$ cat src/rtl/fetch_pkg.sv
// Shared types and constants for the instruction-fetch stage.
package fetch_pkg;

   // Fetch controller states
   typedef enum logic [0:0] {
      FETCH     = 1'b0,
      MISS_WAIT = 1'b1
   } fetch_state_t;

   // Next-PC source selection
   typedef enum logic [1:0] {
      PC_HOLD   = 2'd0,
      PC_INC    = 2'd1,
      PC_TARGET = 2'd2,
      PC_PEND   = 2'd3
   } pc_sel_t;

   // Fetch/decode register update selection
   typedef enum logic [1:0] {
      OUT_HOLD   = 2'd0,
      OUT_LOAD   = 2'd1,
      OUT_BUBBLE = 2'd2
   } out_sel_t;

   localparam logic [31:0] NOP_INSTR   = 32'h0000_0000;
   localparam logic [31:0] INSTR_BYTES = 32'd4;

   // Instructions are word aligned: the two low address bits never reach the PC
   function automatic logic [31:0] word_align(input logic [31:0] addr);
      return addr & 32'hFFFF_FFFC;
   endfunction

endpackage

$ cat src/rtl/fetch_stage_if.sv
// Instruction-cache lookup bus between the fetch stage (master) and the cache (slave).
interface fetch_stage_if;
   logic        icache_req;
   logic [31:0] icache_addr;
   logic        icache_hit;
   logic [31:0] icache_data;
   logic        icache_fill_done;

   modport master (
      output icache_req,
      output icache_addr,
      input  icache_hit,
      input  icache_data,
      input  icache_fill_done
   );

   modport slave (
      input  icache_req,
      input  icache_addr,
      output icache_hit,
      output icache_data,
      output icache_fill_done
   );
endinterface

$ cat src/rtl/pc_unit.sv
// Program counter, next-PC mux and the redirect that waits out an in-flight cache fill.
module pc_unit
   import fetch_pkg::*;
#(
   parameter logic [31:0] RESET_PC = 32'h0000_0000
) (
   input  logic        clk,
   input  logic        reset,
   input  pc_sel_t     pc_sel,
   input  logic [31:0] branch_target,
   input  logic        latch_redir,
   input  logic        clr_pend,
   output logic [31:0] pc,
   output logic [31:0] pc_plus4,
   output logic        redir_pend
);

   logic [31:0] redir_tgt;

   // PC+4 wraps modulo 2^32 without any flag
   assign pc_plus4 = pc + INSTR_BYTES;

   // PC register: hold, advance, take a live redirect, or take the parked one
   always_ff @(posedge clk) begin
      if (reset) begin
         pc <= RESET_PC;
      end else begin
         case (pc_sel)
            PC_HOLD:   pc <= pc;
            PC_INC:    pc <= pc_plus4;
            PC_TARGET: pc <= word_align(branch_target);
            PC_PEND:   pc <= redir_tgt;
            default:   pc <= pc;
         endcase
      end
   end

   // Parked redirect: the newest target overwrites any older one
   always_ff @(posedge clk) begin
      if (reset) begin
         redir_tgt  <= 32'h0000_0000;
         redir_pend <= 1'b0;
      end else if (latch_redir) begin
         redir_tgt  <= word_align(branch_target);
         redir_pend <= 1'b1;
      end else if (clr_pend) begin
         redir_tgt  <= redir_tgt;
         redir_pend <= 1'b0;
      end else begin
         redir_tgt  <= redir_tgt;
         redir_pend <= redir_pend;
      end
   end

endmodule

$ cat src/rtl/fetch_stage.sv
// Instruction-fetch stage: miss FSM, redirect handling and the fetch/decode register.
module fetch_stage
   import fetch_pkg::*;
#(
   parameter logic [31:0] RESET_PC = 32'h0000_0000
) (
   input  logic          clk,
   input  logic          reset,
   input  logic          EN_REG,
   input  logic          branch_taken,
   input  logic [31:0]   branch_target,
   fetch_stage_if.master icache,
   output logic [31:0]   instruction,
   output logic [31:0]   PCNEXT,
   output logic          instr_valid,
   output logic          flush,
   output logic          block_pipe_instr_cache
);

   fetch_state_t state;
   fetch_state_t state_next;
   pc_sel_t      pc_sel;
   out_sel_t     out_sel;
   logic         flush_next;
   logic         latch_redir;
   logic         clr_pend;
   logic [31:0]  pc;
   logic [31:0]  pc_plus4;
   logic         redir_pend;

   pc_unit #(.RESET_PC(RESET_PC)) u_pc_unit (
      .clk           (clk),
      .reset         (reset),
      .pc_sel        (pc_sel),
      .branch_target (branch_target),
      .latch_redir   (latch_redir),
      .clr_pend      (clr_pend),
      .pc            (pc),
      .pc_plus4      (pc_plus4),
      .redir_pend    (redir_pend)
   );

   // Lookup is issued only while not waiting on a fill; stall is seen in the detect cycle
   assign icache.icache_req     = (state == FETCH);
   assign icache.icache_addr    = pc;
   assign block_pipe_instr_cache = ((state == FETCH) && !icache.icache_hit) || (state == MISS_WAIT);

   // FSM state register
   always_ff @(posedge clk) begin
      if (reset) begin
         state <= FETCH;
      end else begin
         state <= state_next;
      end
   end

   // Next state and datapath control; redirect outranks the EN_REG hold
   always_comb begin
      state_next  = state;
      pc_sel      = PC_HOLD;
      out_sel     = OUT_HOLD;
      flush_next  = 1'b0;
      latch_redir = 1'b0;
      clr_pend    = 1'b0;
      case (state)
         FETCH: begin
            if (branch_taken) begin
               // Wrong-path lookup of this cycle is discarded
               pc_sel     = PC_TARGET;
               out_sel    = OUT_BUBBLE;
               flush_next = 1'b1;
            end else if (!icache.icache_hit) begin
               state_next = MISS_WAIT;
               out_sel    = EN_REG ? OUT_BUBBLE : OUT_HOLD;
            end else if (EN_REG) begin
               pc_sel  = PC_INC;
               out_sel = OUT_LOAD;
            end else begin
               pc_sel  = PC_HOLD;
               out_sel = OUT_HOLD;
            end
         end
         MISS_WAIT: begin
            if (branch_taken) begin
               flush_next = 1'b1;
               out_sel    = OUT_BUBBLE;
               if (icache.icache_fill_done) begin
                  // Redirect coinciding with fill completion is the newest: take it directly
                  pc_sel     = PC_TARGET;
                  clr_pend   = 1'b1;
                  state_next = FETCH;
               end else begin
                  latch_redir = 1'b1;
               end
            end else begin
               out_sel = EN_REG ? OUT_BUBBLE : OUT_HOLD;
               if (icache.icache_fill_done) begin
                  state_next = FETCH;
                  if (redir_pend) begin
                     pc_sel   = PC_PEND;
                     clr_pend = 1'b1;
                  end else begin
                     pc_sel = PC_HOLD;
                  end
               end else begin
                  state_next = MISS_WAIT;
               end
            end
         end
         default: begin
            state_next = FETCH;
         end
      endcase
   end

   // Fetch/decode pipeline register; flush is a one-cycle pulse regardless of EN_REG
   always_ff @(posedge clk) begin
      if (reset) begin
         instruction <= NOP_INSTR;
         PCNEXT      <= 32'h0000_0000;
         instr_valid <= 1'b0;
         flush       <= 1'b0;
      end else begin
         flush <= flush_next;
         case (out_sel)
            OUT_LOAD: begin
               instruction <= icache.icache_data;
               PCNEXT      <= pc_plus4;
               instr_valid <= 1'b1;
            end
            OUT_BUBBLE: begin
               instruction <= NOP_INSTR;
               PCNEXT      <= 32'h0000_0000;
               instr_valid <= 1'b0;
            end
            default: begin
               instruction <= instruction;
               PCNEXT      <= PCNEXT;
               instr_valid <= instr_valid;
            end
         endcase
      end
   end

endmodule
$ cat src/flat_wrapper.sv
// flat-port wrapper written by rule: the top's interface ports become plain ports
module fetch_stage_flat import fetch_pkg::*;
#(
   parameter logic [31:0] RESET_PC = 32'h0000_0000
)
  (clk, reset, EN_REG, branch_taken, branch_target, instruction, PCNEXT, instr_valid, flush, block_pipe_instr_cache, icache_icache_req, icache_icache_addr, icache_icache_hit, icache_icache_data, icache_icache_fill_done);
  fetch_stage_if icache_i ();
  input  logic clk;
  input  logic reset;
  input  logic EN_REG;
  input  logic branch_taken;
  input  logic [31:0] branch_target;
  output logic [31:0] instruction;
  output logic [31:0] PCNEXT;
  output logic instr_valid;
  output logic flush;
  output logic block_pipe_instr_cache;
  output wire logic [$bits(icache_i.icache_req)-1:0] icache_icache_req;
  output wire logic [$bits(icache_i.icache_addr)-1:0] icache_icache_addr;
  input wire logic [$bits(icache_i.icache_hit)-1:0] icache_icache_hit;
  input wire logic [$bits(icache_i.icache_data)-1:0] icache_icache_data;
  input wire logic [$bits(icache_i.icache_fill_done)-1:0] icache_icache_fill_done;
  assign icache_icache_req = icache_i.icache_req;
  assign icache_icache_addr = icache_i.icache_addr;
  assign icache_i.icache_hit = icache_icache_hit;
  assign icache_i.icache_data = icache_icache_data;
  assign icache_i.icache_fill_done = icache_icache_fill_done;
  fetch_stage #(.RESET_PC(RESET_PC)) u_core (.clk(clk), .reset(reset), .EN_REG(EN_REG), .branch_taken(branch_taken), .branch_target(branch_target), .icache(icache_i), .instruction(instruction), .PCNEXT(PCNEXT), .instr_valid(instr_valid), .flush(flush), .block_pipe_instr_cache(block_pipe_instr_cache));
endmodule
$ cat config.mk
export PLATFORM = sky130hd
export DESIGN_NAME = fetch_stage_flat
export DESIGN_NICKNAME = d
export VERILOG_FILES = /design/src/rtl/fetch_pkg.sv /design/src/rtl/fetch_stage_if.sv /design/src/rtl/pc_unit.sv /design/src/rtl/fetch_stage.sv /design/src/flat_wrapper.sv
export SDC_FILE = /design/constraint.sdc
export NUM_CORES = 1
export LEC_CHECK = 0
export CAP_MARGIN = 30
export CORE_UTILIZATION = 43
export CTS_CLUSTER_SIZE = 24
export DETAILED_ROUTE_END_ITERATION = 16
export GPL_TIMING_DRIVEN = 0
export PLACE_DENSITY = 0.76
export SYNTH_ARGS = -nofsm -noshare
export SYNTH_HDL_FRONTEND = slang
export SYNTH_HIERARCHICAL = 1
export SYNTH_SLANG_ARGS = --single-unit
export TNS_END_PERCENT = 1
$ cat constraint.sdc
create_clock -name clk -period 2.2 [get_ports clk]
set_input_delay 0.55 -clock clk [delete_from_list [all_inputs] [get_ports clk]]
set_output_delay 0.55 -clock clk [all_outputs]
set_load 0.1 [all_outputs]
==> results.md <==
* Vias in the first global route at 5401
* Register clock-pin slew on the reported worst setup and hold paths at around 0.060 ns
* CP Cell Sequence: dlygate4sd2_1
* CP Capture Type: primary output
* Hold-critical path depth at 1
* Outcome: completed
* Rows at 42
* Syn Area/Cell at 9.95 um^2
* Arrival @ worst endpoint at 1.63 ns
* DR vias at 5471
* Count of unique library cells instantiated by Yosys at 61
* Total track usage at 25.4%
* Final setup vio count at 0
* LEAKAGE at 0.00353 uW
* Max_slew headroom at 34.5%
* GR Overflow Total at 0
* Required time of the critical path at 1.65 ns
* Post-place setup slack at -1.45 ns
* CTS tree: built
* WP buf/inv at 1
* RSZ-0062 raised after global routing: yes
* Area Overhead vs Synth at 43.7%
* WL final at approximately 18 mm
* Post-Layout Cell Count at 981
* Initial antenna violation count at 0
* Clk buf depth at 2
* Number of enable flip-flop cells after synthesis at 0
* Initial Util at 44.6%
* Crit path max fanout at 2
* Worst-Margin Slew at slightly below 1 ns
* Crit path kind: reg2out
* R2r worst-path depth at 6
* Most frequent cells in the layout: 99 x dfxtp_1, 64 x clkdlybuf4s50_1, 59 x a32o_1, 47 x dlygate4sd2_1, 47 x nor2_1
* Most used flip-flop cell after synthesis: dfxtp_1
* Synthesis Warnings at 6
* Antenna-violating nets left at 0
* Via density at 5.58
* DR iter-0 viols at roughly 390
* # diodes at 0
* Worst Hold Class: reg2reg
* I/O Pins at 170
* Worst path depth at 1
* Most common cell after layout, fill and taps aside: dfxtp_1
* Sequential area share after synthesis at between 40% and 50%
* Die width at 120 um
* CP Launch Type: register
* Clock sinks at approximately 130
* Port Buffers at approximately 170
* CP max stage delay at 0.87 ns
* Cell family with the largest share of critical-path delay: buffers and inverters
* H-tree levels at 4
* Period utilization at a little under 100%
* Initial DRT Pass Iterations at 5
* Die Area at 14400 um^2
* Ys async rst share at 0%
* Synthesized area at 5980 um^2
* Placed Instances at 946
* MaxCap Viol Count at 0
* Clk_skew at 0.00773 ns
* Clock buffer count from CTS at 17
* Worst-Skew Late Latency at around 0.42 ns
* Largest net degree at the start of global routing at 17
* First-pass GRT wire length at 28.3 mm
* Slowest-stage cell, CP: dlygate4sd2_1
* Pwr/cell area at 764 nW/um^2
* Fin crit period at 2.18 ns
* Fillers at 1127
* Final slew viol count at 0
* Final hold violations at 0
* Die H at 120 um
* Nets at 863
* Fin worst setup slack at 0.0237 ns
* Global placer's final weighted congestion at 0.933
* Fmax at approximately 0.46 GHz
* Clk root buf: clkbuf_16
* Core Region at 13400 um^2
* Setup_tns at 0 ns
* Syn Inst Count at roughly 600
* Synthesis-stage register bit count at 128
* DRC at 0
* DR WL/cell at approximately 18 um
* Half-perimeter wire length after placement at roughly 13 mm
* VDD IR-drop max at about 0.00054 V
* Layout cells sized above 1 at roughly 22%
[layout make-up]
type	instances	area [um^2]	share of cell area [%]
well taps	176	220	2.56
flip-flops and latches	128	2620	30.5
clock buffers	18	439	5.11
clock inverters	14	128	1.49
inverters	16	63.8	0.743
multi-input cells	401	3040	35.3
plain buffers	57	440	5.13
repair buffers	171	1640	19.1
[cells by family after synthesis]
logic type | count (synthesis) | synth area share, %
AO/OA/AOI/OAI | 142 | 19.2
flip-flops | 128 | 42.8
XOR/XNOR | 42 | 6.15
multiplexers | 51 | 8.93
adder cells (fa/ha/maj) | 1 | 0.209
buffers and inverters | 75 | 7.70
other | 1 | 0.0627
AND/OR/NAND/NOR | 161 | 14.9
[timing repair]
action	CTS	global route
endpoints found under the setup margin	165	83
hold buffers	0	0
gates cloned	0	0
pin swaps	3	4
setup buffers	0	5
gates resized for setup	172	52
[per-stage QoR]
step | util (%) | instance area (um^2) | hold slack [ns] | total power, uW
2_1_floorplan | - | 6060 | 0.454 | 3500
6_report | 64.1 | 8590 | 0.457 | 6560
4_1_cts | 63.6 | 8520 | 0.463 | 6590
3_5_place_dp | 59.4 | 7960 | 0.454 | 3950
5_1_grt | 64.1 | 8590 | 0.476 | 6810
3_3_place_gp | 59.2 | 7930 | 0.446 | 3930
[registers in the layout, indices dropped and copies added, names as in the netlist]
| register | cells |
|---|---|
| u_core/PCNEXT | 32 |
| u_core/instruction | 32 |
| u_core/u_pc_unit/pc | 30 |
| u_core/u_pc_unit/redir_tgt | 30 |
| u_core/flush | 1 |
| u_core/instr_valid | 1 |
| u_core/state | 1 |
| u_core/u_pc_unit/redir_pend | 1 |
[power breakdown]
group	switching [uW]	internal (uW)	leakage (uW)
sequential	105	2410	0.00105
clock	1060	1600	0.000283
combinational	963	424	0.00220
[final timing paths]
path	start	end	slack (ns)
setup / recovery	u_core/PCNEXT[6]	PCNEXT[6]	0.02
hold reg to reg	u_core/instruction[26]	u_core/instruction[26]	0.46
setup reg to reg	u_core/u_pc_unit/pc[2]	u_core/u_pc_unit/pc[30]	0.07
hold / removal	u_core/instruction[26]	u_core/instruction[26]	0.46
[cells in the mapped netlist, types with 13 or more instances]
cell / instances / share of area (%)
dfxtp_1: 128 / 43
a32o_1: 59 / 9.9
nor2_1: 47 / 2.9
mux2i_1: 41 / 6.9
nand2_1: 35 / 2.2
a21oi_1: 23 / 1.9
xnor2_1: 22 / 3.2
o21ai_0: 21 / 1.8
xor2_1: 20 / 2.9
buf_6: 19 / 3.6
clkbuf_1: 19 / 1.2
inv_1: 16 / 1.0
nand3_1: 16 / 1.3
nand4_1: 13 / 1.4
[per-layer routing]
| metal | global-route usage [%] | up-vias | routed length (um) |
|---|---|---|---|
| li1 | - | 2605 | - |
| met1 | 31.8 | 2579 | 7760 |
| met2 | 41.4 | 260 | 8600 |
| met3 | 5.85 | 27 | 1380 |
| met4 | 11.2 | 0 | 301 |
| met5 | 0 | - | 0 |
Power figures use the tool's default switching activity.
